[src/rtl/dispatch_pkg.sv]
// dispatch_pkg: shared definitions for the dispatch window.
//   Opcode constants, the execution class enum, and the decoded-entry struct
//   produced by instr_classify and consumed by the issue selector.
package dispatch_pkg;

  localparam logic [5:0] OP_RTYPE = 6'b000000;
  localparam logic [5:0] OP_LW    = 6'b100011;
  localparam logic [5:0] OP_SW    = 6'b101011;
  localparam logic [5:0] OP_BEQ   = 6'b000100;
  localparam logic [5:0] OP_BNE   = 6'b000101;
  localparam logic [2:0] OP_IMM   = 3'b001;    // prefix of opcode[5:3]

  typedef enum logic [1:0] {
    CLS_ALU = 2'd0,
    CLS_BR  = 2'd1,
    CLS_LD  = 2'd2,
    CLS_ST  = 2'd3
  } cls_e;

  typedef struct packed {
    cls_e       cls;
    logic [4:0] src1;
    logic       src1_v;
    logic [4:0] src2;
    logic       src2_v;
    logic [4:0] dest;
    logic       dest_v;
  } dec_t;

  // r0 is hardwired, so it never creates a dependency.
  function automatic logic reg_live(input logic [4:0] r);
    return r != 5'd0;
  endfunction

endpackage

[src/rtl/dispatch_window_classify.sv]
// instr_classify: combinational decode of one instruction into its issue
// class plus source/destination registers used for hazard checks.
//   instr : 32-bit instruction word
//   dec   : decoded class, sources, destination (valid bits exclude r0)
module instr_classify
  import dispatch_pkg::*;
(
  input  logic [31:0] instr,
  output dec_t        dec
);

  logic [5:0] op;
  logic [4:0] rs, rt, rd;

  assign op = instr[31:26];
  assign rs = instr[25:21];
  assign rt = instr[20:16];
  assign rd = instr[15:11];

  always_comb begin
    dec     = '0;
    dec.cls = CLS_ALU;
    if (op == OP_RTYPE) begin
      dec.src1 = rs; dec.src1_v = reg_live(rs);
      dec.src2 = rt; dec.src2_v = reg_live(rt);
      dec.dest = rd; dec.dest_v = reg_live(rd);
    end else if (op[5:3] == OP_IMM) begin
      dec.src1 = rs; dec.src1_v = reg_live(rs);
      dec.dest = rt; dec.dest_v = reg_live(rt);
    end else if (op == OP_LW) begin
      dec.cls  = CLS_LD;
      dec.src1 = rs; dec.src1_v = reg_live(rs);
      dec.dest = rt; dec.dest_v = reg_live(rt);
    end else if (op == OP_SW) begin
      dec.cls  = CLS_ST;
      dec.src1 = rs; dec.src1_v = reg_live(rs);
      dec.src2 = rt; dec.src2_v = reg_live(rt);
    end else if (op == OP_BEQ || op == OP_BNE) begin
      dec.cls  = CLS_BR;
      dec.src1 = rs; dec.src1_v = reg_live(rs);
      dec.src2 = rt; dec.src2_v = reg_live(rt);
    end
    // anything else: ALU class with no register operands
  end

endmodule

[src/rtl/dispatch_window.sv]
// dispatch_window: circular instruction queue between fetch and register read.
//   Accepts whole fetch groups, classifies the oldest MAX_ISSUE entries and
//   issues the longest hazard-free in-order prefix into typed slots.
// Ports:
//   clk, rst_n             clock, synchronous active-low reset
//   fetch_valid/instr/pc   incoming group (lane 0 oldest, PC of lane 0)
//   fetch_ready            room for a whole group (registered count only)
//   flush                  discard everything, highest priority
//   exec_stall             hold issue outputs, head and load tracker
//   issue_valid/instr/pc   per-slot outputs: ALU0..ALU{NUM_ALU-1}, LD, ST
//   issue_cnt              instructions issued this cycle
//   q_count                queue occupancy
module dispatch_window
  import dispatch_pkg::*;
#(
  parameter int FETCH_W   = 4,
  parameter int DEPTH     = 8,
  parameter int NUM_ALU   = 2,
  parameter int MAX_ISSUE = 4,
  localparam int NSLOT    = NUM_ALU + 2,
  localparam int AW       = $clog2(DEPTH),
  localparam int CW       = AW + 1
) (
  input  logic                           clk,
  input  logic                           rst_n,
  input  logic                           fetch_valid,
  input  logic [FETCH_W-1:0][31:0]       fetch_instr,
  input  logic [31:0]                    fetch_pc,
  output logic                           fetch_ready,
  input  logic                           flush,
  input  logic                           exec_stall,
  output logic [NSLOT-1:0]               issue_valid,
  output logic [NSLOT-1:0][31:0]         issue_instr,
  output logic [NSLOT-1:0][31:0]         issue_pc,
  output logic [2:0]                     issue_cnt,
  output logic [CW-1:0]                  q_count
);

  localparam int SW    = $clog2(NSLOT);
  localparam int LD_SL = NUM_ALU;
  localparam int ST_SL = NUM_ALU + 1;

  logic [31:0]   instr_q [DEPTH];
  logic [31:0]   pc_q    [DEPTH];
  logic [AW-1:0] head, tail;
  logic [CW-1:0] count;
  logic [4:0]    trk_dest;
  logic          trk_v;
  logic          push;

  assign q_count     = count;
  assign fetch_ready = (CW'(DEPTH) - count) >= CW'(FETCH_W);
  assign push        = fetch_valid & fetch_ready & ~flush;

  // ---- decode of the issue window ----
  logic [AW-1:0] idx [MAX_ISSUE];
  dec_t          dec [MAX_ISSUE];

  for (genvar k = 0; k < MAX_ISSUE; k++) begin : g_win
    assign idx[k] = head + AW'(k);
    instr_classify u_cls (.instr(instr_q[idx[k]]), .dec(dec[k]));
  end

  // ---- in-order prefix selection ----
  logic [NSLOT-1:0]       sel_valid;
  logic [NSLOT-1:0][31:0] sel_instr, sel_pc;
  logic [2:0]             sel_cnt;
  logic [4:0]             sel_ld_dest;
  logic                   sel_ld_v;
  logic                   stop, ld_used, st_used, slot_ok, hazard;
  logic [SW-1:0]          n_alu;
  logic [31:0]            dest_mask;  // dests of entries selected so far

  always_comb begin
    sel_valid   = '0;
    sel_instr   = '0;
    sel_pc      = '0;
    sel_cnt     = '0;
    sel_ld_dest = '0;
    sel_ld_v    = 1'b0;
    stop        = 1'b0;
    ld_used     = 1'b0;
    st_used     = 1'b0;
    n_alu       = '0;
    dest_mask   = '0;
    slot_ok     = 1'b0;
    hazard      = 1'b0;
    for (int k = 0; k < MAX_ISSUE; k++) begin
      case (dec[k].cls)
        CLS_LD:  slot_ok = !ld_used;
        CLS_ST:  slot_ok = !st_used;
        default: slot_ok = n_alu < SW'(NUM_ALU);
      endcase
      // RAW against selected older entries, load-use against last cycle's
      // load, WAW against selected older entries.
      hazard = (dec[k].src1_v && (dest_mask[dec[k].src1] ||
                                  (trk_v && dec[k].src1 == trk_dest))) ||
               (dec[k].src2_v && (dest_mask[dec[k].src2] ||
                                  (trk_v && dec[k].src2 == trk_dest))) ||
               (dec[k].dest_v && dest_mask[dec[k].dest]);
      if (!stop && k < int'(count) && slot_ok && !hazard) begin
        case (dec[k].cls)
          CLS_LD: begin
            sel_valid[LD_SL] = 1'b1;
            sel_instr[LD_SL] = instr_q[idx[k]];
            sel_pc[LD_SL]    = pc_q[idx[k]];
            ld_used          = 1'b1;
            sel_ld_dest      = dec[k].dest;
            sel_ld_v         = dec[k].dest_v;
          end
          CLS_ST: begin
            sel_valid[ST_SL] = 1'b1;
            sel_instr[ST_SL] = instr_q[idx[k]];
            sel_pc[ST_SL]    = pc_q[idx[k]];
            st_used          = 1'b1;
          end
          default: begin
            sel_valid[n_alu] = 1'b1;
            sel_instr[n_alu] = instr_q[idx[k]];
            sel_pc[n_alu]    = pc_q[idx[k]];
            n_alu            = n_alu + SW'(1);
          end
        endcase
        if (dec[k].dest_v) dest_mask[dec[k].dest] = 1'b1;
        if (dec[k].cls == CLS_BR) stop = 1'b1;  // branch closes the group
        sel_cnt = sel_cnt + 3'd1;
      end else begin
        stop = 1'b1;
      end
    end
  end

  // ---- queue storage (no reset needed; pointers gate visibility) ----
  always_ff @(posedge clk) begin
    if (push) begin
      for (int i = 0; i < FETCH_W; i++) begin
        instr_q[tail + AW'(i)] <= fetch_instr[i];
        pc_q[tail + AW'(i)]    <= fetch_pc + 32'(4 * i);
      end
    end
  end

  // ---- pointers, occupancy, tracker, registered outputs ----
  always_ff @(posedge clk) begin
    if (!rst_n || flush) begin
      head        <= '0;
      tail        <= '0;
      count       <= '0;
      trk_dest    <= '0;
      trk_v       <= 1'b0;
      issue_valid <= '0;
      issue_instr <= '0;
      issue_pc    <= '0;
      issue_cnt   <= '0;
    end else begin
      if (push) tail <= tail + AW'(FETCH_W);
      count <= count + (push ? CW'(FETCH_W) : '0)
                     - (exec_stall ? '0 : CW'(sel_cnt));
      if (!exec_stall) begin
        issue_valid <= sel_valid;
        issue_instr <= sel_instr;
        issue_pc    <= sel_pc;
        issue_cnt   <= sel_cnt;
        head        <= head + AW'(sel_cnt);
        trk_dest    <= sel_ld_dest;
        trk_v       <= sel_ld_v;
      end
    end
  end

endmodule

[config.mk]
export PLATFORM = sky130hd
export DESIGN_NAME = dispatch_window
export DESIGN_NICKNAME = d
export VERILOG_FILES = /design/src/rtl/dispatch_pkg.sv /design/src/rtl/dispatch_window_classify.sv /design/src/rtl/dispatch_window.sv
export SDC_FILE = /design/constraint.sdc
export NUM_CORES = 2
export LEC_CHECK = 0
export CAP_MARGIN = 40
export CORE_UTILIZATION = 25
export DETAILED_ROUTE_END_ITERATION = 10
export HOLD_SLACK_MARGIN = 0.08
export PLACE_DENSITY = 0.51
export SLEW_MARGIN = 25
export SYNTH_ARGS = -nofsm -noshare
export SYNTH_HDL_FRONTEND = slang
export SYNTH_HIERARCHICAL = 1
export SYNTH_SLANG_ARGS = --single-unit
[constraint.sdc]
create_clock -name clk -period 25.6 [get_ports clk]
set_input_delay 3.84 -clock clk [delete_from_list [all_inputs] [get_ports clk]]
set_output_delay 3.84 -clock clk [all_outputs]
set_load 0.01 [all_outputs]
==> impl_metrics.env <==
export IMPL_status="completed"
export IMPL_grt_remaining_overflow=0
export IMPL_drtAntennaViolNets=0
export IMPL_vias=47700
export IMPL_path_class="flip-flop to flip-flop"
export IMPL_n_fill_cell=21300
export IMPL_grt_max_degree=187
export IMPL_cts_tree="built"
export IMPL_cts_hold_buf=0
export IMPL_fp_dieArea_sq_um=215000
export IMPL_clk_latency_ns=0.75
export IMPL_drt_met1_wl_mm=104
export IMPL_wl_met3_mm=24.5
export IMPL_cts_sinks=776
export IMPL_max_slew_worst_pin_slew_ns=1.04
export IMPL_maxCapViolations=0
export IMPL_dpl_cell_area_sq_um=60600
export IMPL_period_share=0.526
export IMPL_setup_worst_path_end_class="flip-flop"
export IMPL_cp_required_ns=26.19
export IMPL_port_buffers=432
export IMPL_cts_setup_buffers=0
export IMPL_hold_class="flip-flop to flip-flop"
export IMPL_slowest_stage="buf_4"
export IMPL_crit_path_start_kind="flip-flop"
export IMPL_yosysWarnings=6
export IMPL_finalHoldViolCount=0
export IMPL_setup_violations=0
export IMPL_fmax_ghz=0.0743
export IMPL_peakVddDrop_mv=0.0738
export IMPL_antenna_found_initial=22
export IMPL_grt_pass1_wl_mm=363
export IMPL_via_per_inst=5.99
export IMPL_path_clk_slew_ns=0.06
export IMPL_cts_resized=0
export IMPL_grt_pass1_vias=46000
export IMPL_core_area_sq_um=210000
export IMPL_cts_inserted_buffers=92
export IMPL_finalWirelength_mm=259
export IMPL_regArea_sq_um=20500
export IMPL_rsz0062_at_grt="no"
export IMPL_ioPinCount=433
export IMPL_dp_cells=7775
export IMPL_hpwlAfterDp_mm=182
export IMPL_drc=0
export IMPL_rows=168
export IMPL_wl_per_cell_microns=32.5
export IMPL_skew_ns=0.0451
export IMPL_fin_crit_ns=13.46
export IMPL_place_congestion=0.951
export IMPL_crit_path_max_incr_delay_ns=0.77
export IMPL_cp_common_cell="buf_4"
export IMPL_root_buffer="clkbuf_16"
export IMPL_relSlewSlack=0.308
export IMPL_final_cells=7966
export IMPL_synth_area_sq_um=53200
export IMPL_dr_pass1_iters=8
export IMPL_area_delta_synth_final_pct=20.4
export IMPL_nNetsFinal=5263
export IMPL_post_route_util=0.304
export IMPL_fin_setup_tns_ns=0
export IMPL_finish_instance_area_sq_um=64000
export IMPL_die_h_microns=463
export IMPL_die_w_microns=463
export IMPL_worst_ep_arrival_time_ns=14.05
export IMPL_slew_viol_final=0
export IMPL_avgSynthCellArea_sq_um=10.8
export IMPL_wl_met2_mm=113
export IMPL_cp_max_fo=64
export IMPL_cts_htree_levels=3
export IMPL_top_layer="met5"
export IMPL_first_iter_violations=5972
export IMPL_p_per_area_nw_per_um2=76.3
export IMPL_drive_gt1_frac=0.162
export IMPL_clock_path_buffers=3
export IMPL_leakage_uw=0.0192
export IMPL_power_uw=4890
export IMPL_initial_core_util=0.253
export IMPL_multi_input_area_sq_um=30500
export IMPL_syn_nets=5092
export IMPL_grt_usage=0.233
export IMPL_syn_inst=4904
critical path: cells and delay by family, from the launching register on:
kind / cells / cell delay (ns)
xor+xnor: 2 / 0.33
mux: 3 / 1.07
fa+ha+maj: 3 / 0.91
flops: 1 / 0.70
simple gates: 9 / 2.20
buf+inv: 5 / 2.54
compound gates: 14 / 5.39
flip-flops by register name, indices dropped and copies added (netlist names), named ones only:
signal       cells
instr_q        256
pc_q           240
issue_instr    128
issue_pc       128
trk_dest         5
issue_valid      4
q_count          4
head             3
issue_cnt        3
tail             1
trk_v            1
area by class of cell:
class,instances,share of cell area
Tap cell,2805,0.0548
Timing Repair Buffer,588,0.0926
Sequential cell,776,0.320
Clock buffer,128,0.0420
Clock inverter,46,0.00738
Antenna cell,6,0.000234
Inverter,117,0.00697
Multi-Input combinational cell,3500,0.476
layer usage:
metal	track usage	up-vias
met5	0.000891	-
met4	0.139	24
met3	0.0554	595
met2	0.351	2815
met1	0.301	24300
li1	-	20000
cell usage in the layout (no fill, tap or decap), types with 186 or more instances in the layout:
cell type,count
edfxtp_1,496
clkdlybuf4s50_1,431
o21ai_0,423
mux4_2,373
mux2i_1,323
dfxtp_1,274
a21oi_1,264
nor2_1,262
o221ai_1,193
nand2_1,186
through the flow:
stage / hold WS (ns) / setup WS, ns
floorplan: 0.490 / 9.73
global placement: 0.480 / 11.98
detailed placement: 0.484 / 12.52
CTS: 0.502 / 12.46
global route: 0.535 / 11.51
finish: 0.498 / 12.14
power breakdown:
group / leakage, uW / total [uW] / switching [uW] / internal (uW)
Combinational: 0.0109 / 2010 / 1270 / 737
Sequential: 0.00682 / 1490 / 78.2 / 1410
Clock: 0.00155 / 1390 / 584 / 801
final timing paths:
kind,start,end,slack (ns),depth (start not counted)
setup / recovery,flip-flop,q_count[3],12.14,36
setup reg to reg,flip-flop,q_count[3],12.14,36
hold / removal,issue_pc[109],issue_pc[109],0.50,2
hold reg to reg,issue_pc[109],issue_pc[109],0.50,2
No activity file was read; power rests on OpenSTA's default activity.
